## config.mk

```make
export PLATFORM = sky130hd
export DESIGN_NAME = mem_stage_ctrl
export DESIGN_NICKNAME = d
export VERILOG_FILES = /design/src/rtl/mem_stage_ctrl.sv
export SDC_FILE = /design/constraint.sdc
export NUM_CORES = 1
export LEC_CHECK = 0
export ABC_CLOCK_PERIOD_IN_PS = 2900
export BUFFER_PORTS_ARGS = -buffer_cell sky130_fd_sc_hd__clkbuf_2
export CORE_MARGIN = 2
export CORE_UTILIZATION = 45
export CTS_BUF_LIST = sky130_fd_sc_hd__clkbuf_8
export CTS_CLUSTER_DIAMETER = 60
export DETAILED_ROUTE_END_ITERATION = 6
export PLACE_DENSITY = 0.76
export SKIP_LAST_GASP = 1
export SLEW_MARGIN = 0
export SYNTH_ARGS = -nofsm -noshare
export SYNTH_HDL_FRONTEND = slang
export SYNTH_SLANG_ARGS = --single-unit
```

## constraint.sdc

```tcl
create_clock -name clk -period 2.9 [get_ports clk]
set_input_delay 0.145 -clock clk [delete_from_list [all_inputs] [get_ports clk]]
set_output_delay 0.145 -clock clk [all_outputs]
set_load 0.1 [all_outputs]
```

## src/rtl/mem_stage_ctrl.sv

```systemverilog
// rtl/mem_stage_ctrl.sv - memory-stage sequencer: load/store/push/pop over a req/ack data port
// Owns the stack pointer and stalls the pipeline until each access completes, faults or times out.
module mem_stage_ctrl #(
  parameter int                ADDR_W   = 16,
  parameter int                DATA_W   = 16,
  parameter logic [ADDR_W-1:0] SP_INIT  = '1,
  parameter logic [ADDR_W-1:0] SP_LIMIT = '0,
  parameter int                TIMEOUT  = 15
) (
  input  logic              clk,
  input  logic              rst,
  input  logic              req_valid,
  input  logic              mem_read,
  input  logic              mem_write,
  input  logic              push_signal,
  input  logic              pop_signal,
  input  logic [ADDR_W-1:0] addr_in,
  input  logic [DATA_W-1:0] wdata_in,
  output logic              dmem_req,
  output logic              dmem_we,
  output logic [ADDR_W-1:0] dmem_addr,
  output logic [DATA_W-1:0] dmem_wdata,
  input  logic [DATA_W-1:0] dmem_rdata,
  input  logic              dmem_ack,
  output logic              stall,
  output logic [DATA_W-1:0] rdata_out,
  output logic              rdata_valid,
  output logic [ADDR_W-1:0] sp_out,
  output logic              fault,
  output logic [1:0]        fault_code
);

  typedef enum logic [1:0] {S_IDLE, S_ACCESS, S_DONE} state_t;
  typedef enum logic [1:0] {OP_LOAD, OP_STORE, OP_PUSH, OP_POP} op_t;

  localparam logic [ADDR_W-1:0] ONE = ADDR_W'(1);

  state_t            r_state, w_next;
  op_t               r_op, w_op;
  logic [7:0]        r_cnt;
  logic [ADDR_W-1:0] r_sp;
  logic              w_any, w_multi, w_timeout, w_start, w_fault;
  logic [1:0]        w_code;

  assign w_any     = mem_read | mem_write | push_signal | pop_signal;
  assign w_multi   = ($countones({mem_read, mem_write, push_signal, pop_signal}) > 1);
  assign w_timeout = (r_cnt == 8'(TIMEOUT - 1));
  assign w_op      = push_signal ? OP_PUSH : pop_signal ? OP_POP : mem_write ? OP_STORE : OP_LOAD;
  assign sp_out    = r_sp;

  always_ff @(posedge clk or posedge rst) begin
    if (rst) r_state <= S_IDLE;
    else     r_state <= w_next;
  end

  always_comb begin
    w_next  = r_state;
    w_start = 1'b0;
    w_fault = 1'b0;
    w_code  = 2'd0;
    case (r_state)
      S_IDLE: begin
        if (req_valid && w_any) begin
          w_next = S_DONE;
          if (w_multi) begin
            w_fault = 1'b1;
            w_code  = 2'd0;
          end else if (push_signal && r_sp == SP_LIMIT) begin
            w_fault = 1'b1;
            w_code  = 2'd1;
          end else if (pop_signal && r_sp == SP_INIT) begin
            w_fault = 1'b1;
            w_code  = 2'd2;
          end else begin
            w_next  = S_ACCESS;
            w_start = 1'b1;
          end
        end
      end
      S_ACCESS: begin
        if (dmem_ack) begin
          w_next = S_DONE;
        end else if (w_timeout) begin
          w_next  = S_DONE;
          w_fault = 1'b1;
          w_code  = 2'd3;
        end
      end
      default: w_next = S_IDLE;
    endcase
  end

  always_comb begin
    stall = 1'b0;
    if ((r_state == S_IDLE && req_valid && w_any) || r_state == S_ACCESS) stall = 1'b1;
  end

  // Port fields are loaded only on entry to ACCESS so they stay stable until ack or abort.
  always_ff @(posedge clk or posedge rst) begin
    if (rst) begin
      r_sp        <= SP_INIT;
      r_cnt       <= '0;
      r_op        <= OP_LOAD;
      dmem_req    <= 1'b0;
      dmem_we     <= 1'b0;
      dmem_addr   <= '0;
      dmem_wdata  <= '0;
      rdata_out   <= '0;
      rdata_valid <= 1'b0;
      fault       <= 1'b0;
      fault_code  <= 2'd0;
    end else begin
      rdata_valid <= 1'b0;
      fault       <= 1'b0;
      if (w_fault) begin
        fault      <= 1'b1;
        fault_code <= w_code;
      end
      if (w_start) begin
        dmem_req   <= 1'b1;
        r_cnt      <= '0;
        r_op       <= w_op;
        dmem_we    <= (w_op == OP_STORE) || (w_op == OP_PUSH);
        dmem_wdata <= wdata_in;
        dmem_addr  <= (w_op == OP_PUSH) ? r_sp : (w_op == OP_POP) ? r_sp + ONE : addr_in;
      end
      if (r_state == S_ACCESS) begin
        if (dmem_ack) begin
          dmem_req <= 1'b0;
          if (r_op == OP_LOAD || r_op == OP_POP) begin
            rdata_out   <= dmem_rdata;
            rdata_valid <= 1'b1;
          end
          if (r_op == OP_PUSH) r_sp <= r_sp - ONE;
          if (r_op == OP_POP)  r_sp <= r_sp + ONE;
        end else if (w_timeout) begin
          dmem_req <= 1'b0;
        end else begin
          r_cnt <= r_cnt + 8'd1;
        end
      end
    end
  end

endmodule

```

==> results.toml <==
[cells_and_area]
drive_gt1_frac = 0.4025
nets = 615
area_growth_pct = 23.36
n_fill_cell = 881
diodes = 0

[sta]
skew_ns = 0.01252
hold_viol = 0
final.setup.tns_ns = 0
fmax_ghz = 0.3962
relSlewSlack = 0.3416
slew_violations = 0
setup_viol = 0
fin_crit_ns = 2.524
max_slew.worst_pin.slew_ns = 0.9877
period_share = 0.8704
grt_setup_unrepaired = "false"

[floorplanning]
core_mm2 = 0.009594
design.portCount = 127
dieArea_mm2 = 0.01054
fp.dieW_um = 102.7
start_util = 0.4566
chipHeight_um = 102.7
std_cell_rows = 36

[clock_tree]
htree_levels = 3
cts_tree = "built"
insertion_delay_ns = 0.35
clk_pin_slew_ns = 0.09
cts_buffers = 9
root_buffer = "clkbuf_8"
post_cts_resized = 0
clock_sinks = 82
clockBufferDepth = 2

[global_route]
grt_overflow = 0
grt_pass1_wl_um = 17880
track_usage = 0.2161
grt_max_degree = 51
antenna_found_initial = 0
grt_pass1_vias = 3575

[critical_path]
crit_family = "simple AND/OR/NAND/NOR gates"
cp_num_buf_inv = 1
start_kind = "register"
arrival_ns = 2.76
crit_slowest_cell = "or4b_4"
endpoint_kind = "register"
crit_type = "register to register"
required_ns = 3.14
crit_chain = "or4b_4 > a311o_1 > nor2_2 > buf_12 > mux2_2"
crit_path_max_incr_delay_ns = 0.57
worstPathMaxFanout = 21

[placement]
port_buffers = 126
hpwl_um = 8243
gp_congestion = 0.9194

[routing]
drt_first_pass_iters = 5
via_per_inst = 5.515
wirelength_um = 11140
post_drt_wl_per_cell_um = 16.22
num_vias = 3789
drcViolationCount = 0
postRouteAntennaNets = 0
first_iter_violations = 258

[yosys]
yosysWarnings = 0
synth_top_cell_area_share = 0.3770
ys_top_cells_by_count = "66 x dfrtp_1, 43 x mux2_2, 35 x o21ai_0"
synth_area_leaders = "dfrtp_1 38%, mux2_2 11%, dfstp_2 9.6%"
synth_ff_type = "dfrtp_1"
syn_area_per_cell_um2 = 10.26
synthArstFlopShare = 1.000
synth_nets = 493
synth_cell_types = 51
synthCells = 427
yosysTopAreaCell = "dfrtp_1"
synth-edff-count = 0
ys_seq_area_frac = 0.4730
synth.most_common_cell = "dfrtp_1"
syn_area_mm2 = 0.004380
ys_seq_elements = 82

[run_status]
status = "completed"

[min_path]
min_path_type = "input port to register"

[run]
max-cap-violations = 0
## metrics by stage
stage	cell area [um^2]	util	setup slack [ns]	hold WS, ns	cells
6_report	5404	0.5633	0.3757	0.01488	687
3_3_place_gp	5167	0.5386	0.2607	0.3159	670
5_1_grt	5404	0.5633	0.2401	0.004693	687
3_5_place_dp	5167	0.5386	0.1684	0.3321	670
4_1_cts	5404	0.5633	0.3305	0.004096	687
2_1_floorplan	4380	-	0.2717	0.2797	427
## worst paths after layout
path | start | endpoint | slack, ns | cells after the start
max in group asynchronous | rst | sp_out[11]$_DFFE_PP1P_ | 1.62 | 4
hold / removal | wdata_in[15] | dmem_wdata[15]$_DFFE_PP0P_ | 0.01 | 2
min in group asynchronous | rst | dmem_wdata[6]$_DFFE_PP0P_ | 0.48 | 3
setup reg to reg | r_state[1]$_DFFE_PP0P_ | dmem_addr[10]$_DFFE_PP0P_ | 0.38 | 5
setup / recovery | r_state[1]$_DFFE_PP0P_ | dmem_addr[10]$_DFFE_PP0P_ | 0.38 | 5
hold reg to reg | dmem_wdata[15]$_DFFE_PP0P_ | dmem_wdata[15]$_DFFE_PP0P_ | 0.50 | 1
## cells by family (layout without fill, tap and decap cells)
logic type / after synthesis / in the layout / synth area share
adder cells (fa/ha/maj): 10 / 10 / 0.03028
XOR/XNOR: 16 / 16 / 0.03199
AND/OR/NAND/NOR: 129 / 129 / 0.1634
buffers and inverters: 46 / 173 / 0.04284
AO/OA/AOI/OAI: 95 / 95 / 0.1340
flip-flops: 82 / 82 / 0.4730
multiplexers: 49 / 49 / 0.1245
## flip-flops by register name, indices dropped and copies added, names as in the netlist
register     count
dmem_addr       16
dmem_req         1
dmem_wdata      16
dmem_we          1
fault            1
fault_code       2
r_cnt            8
r_op             2
r_state          2
rdata_out       16
rdata_valid      1
sp_out          16
## area by class of cell
cell class,count,area [um^2],share of cell area
Clock buffer,10,137.6,0.02547
Clock inverter,6,88.84,0.01644
Inverter,17,65.06,0.01204
Multi-Input combinational cell,299,2123,0.3929
Sequential cell,82,2072,0.3834
Tap cell,133,166.4,0.03079
Timing Repair Buffer,140,750.7,0.1389
## cell usage in the layout (no fill, tap or decap), types with 3 or more instances in the layout
cell	n
o22ai_1	5
dfrtp_1	66
a311oi_1	3
and4_1	5
o21ai_0	35
or3_1	5
nor2_1	26
mux2_2	43
a31oi_1	7
xor2_1	12
nand3_1	14
o21a_1	5
nand4_1	10
nand2_1	19
nor3b_1	4
a311o_1	3
nor4_1	10
ha_1	9
xnor2_1	4
mux2i_1	5
a21oi_1	21
and3_1	7
nor3_1	10
nand2b_1	4
inv_1	17
dfstp_2	16
clkbuf_8	10
or4_4	3
buf_4	12
clkbuf_2	126
## what timing repair did
item	CTS	global route
hold buffers	1	0
endpoints found under the hold margin	39	0
buffers inserted	0	0
setup endpoints to repair	0	0
## metal layers
layer	global-route usage	up-vias	routed length [um]
li1	-	1806	-
met1	0.3027	1830	4837
met2	0.3514	144	5346
met3	0.03932	9	819
met4	0.05026	0	140
met5	0	-	0
Power is left out: the tool's default activity adds up to more than one toggle a clock period on the data nets, which glitch-free logic cannot reach.
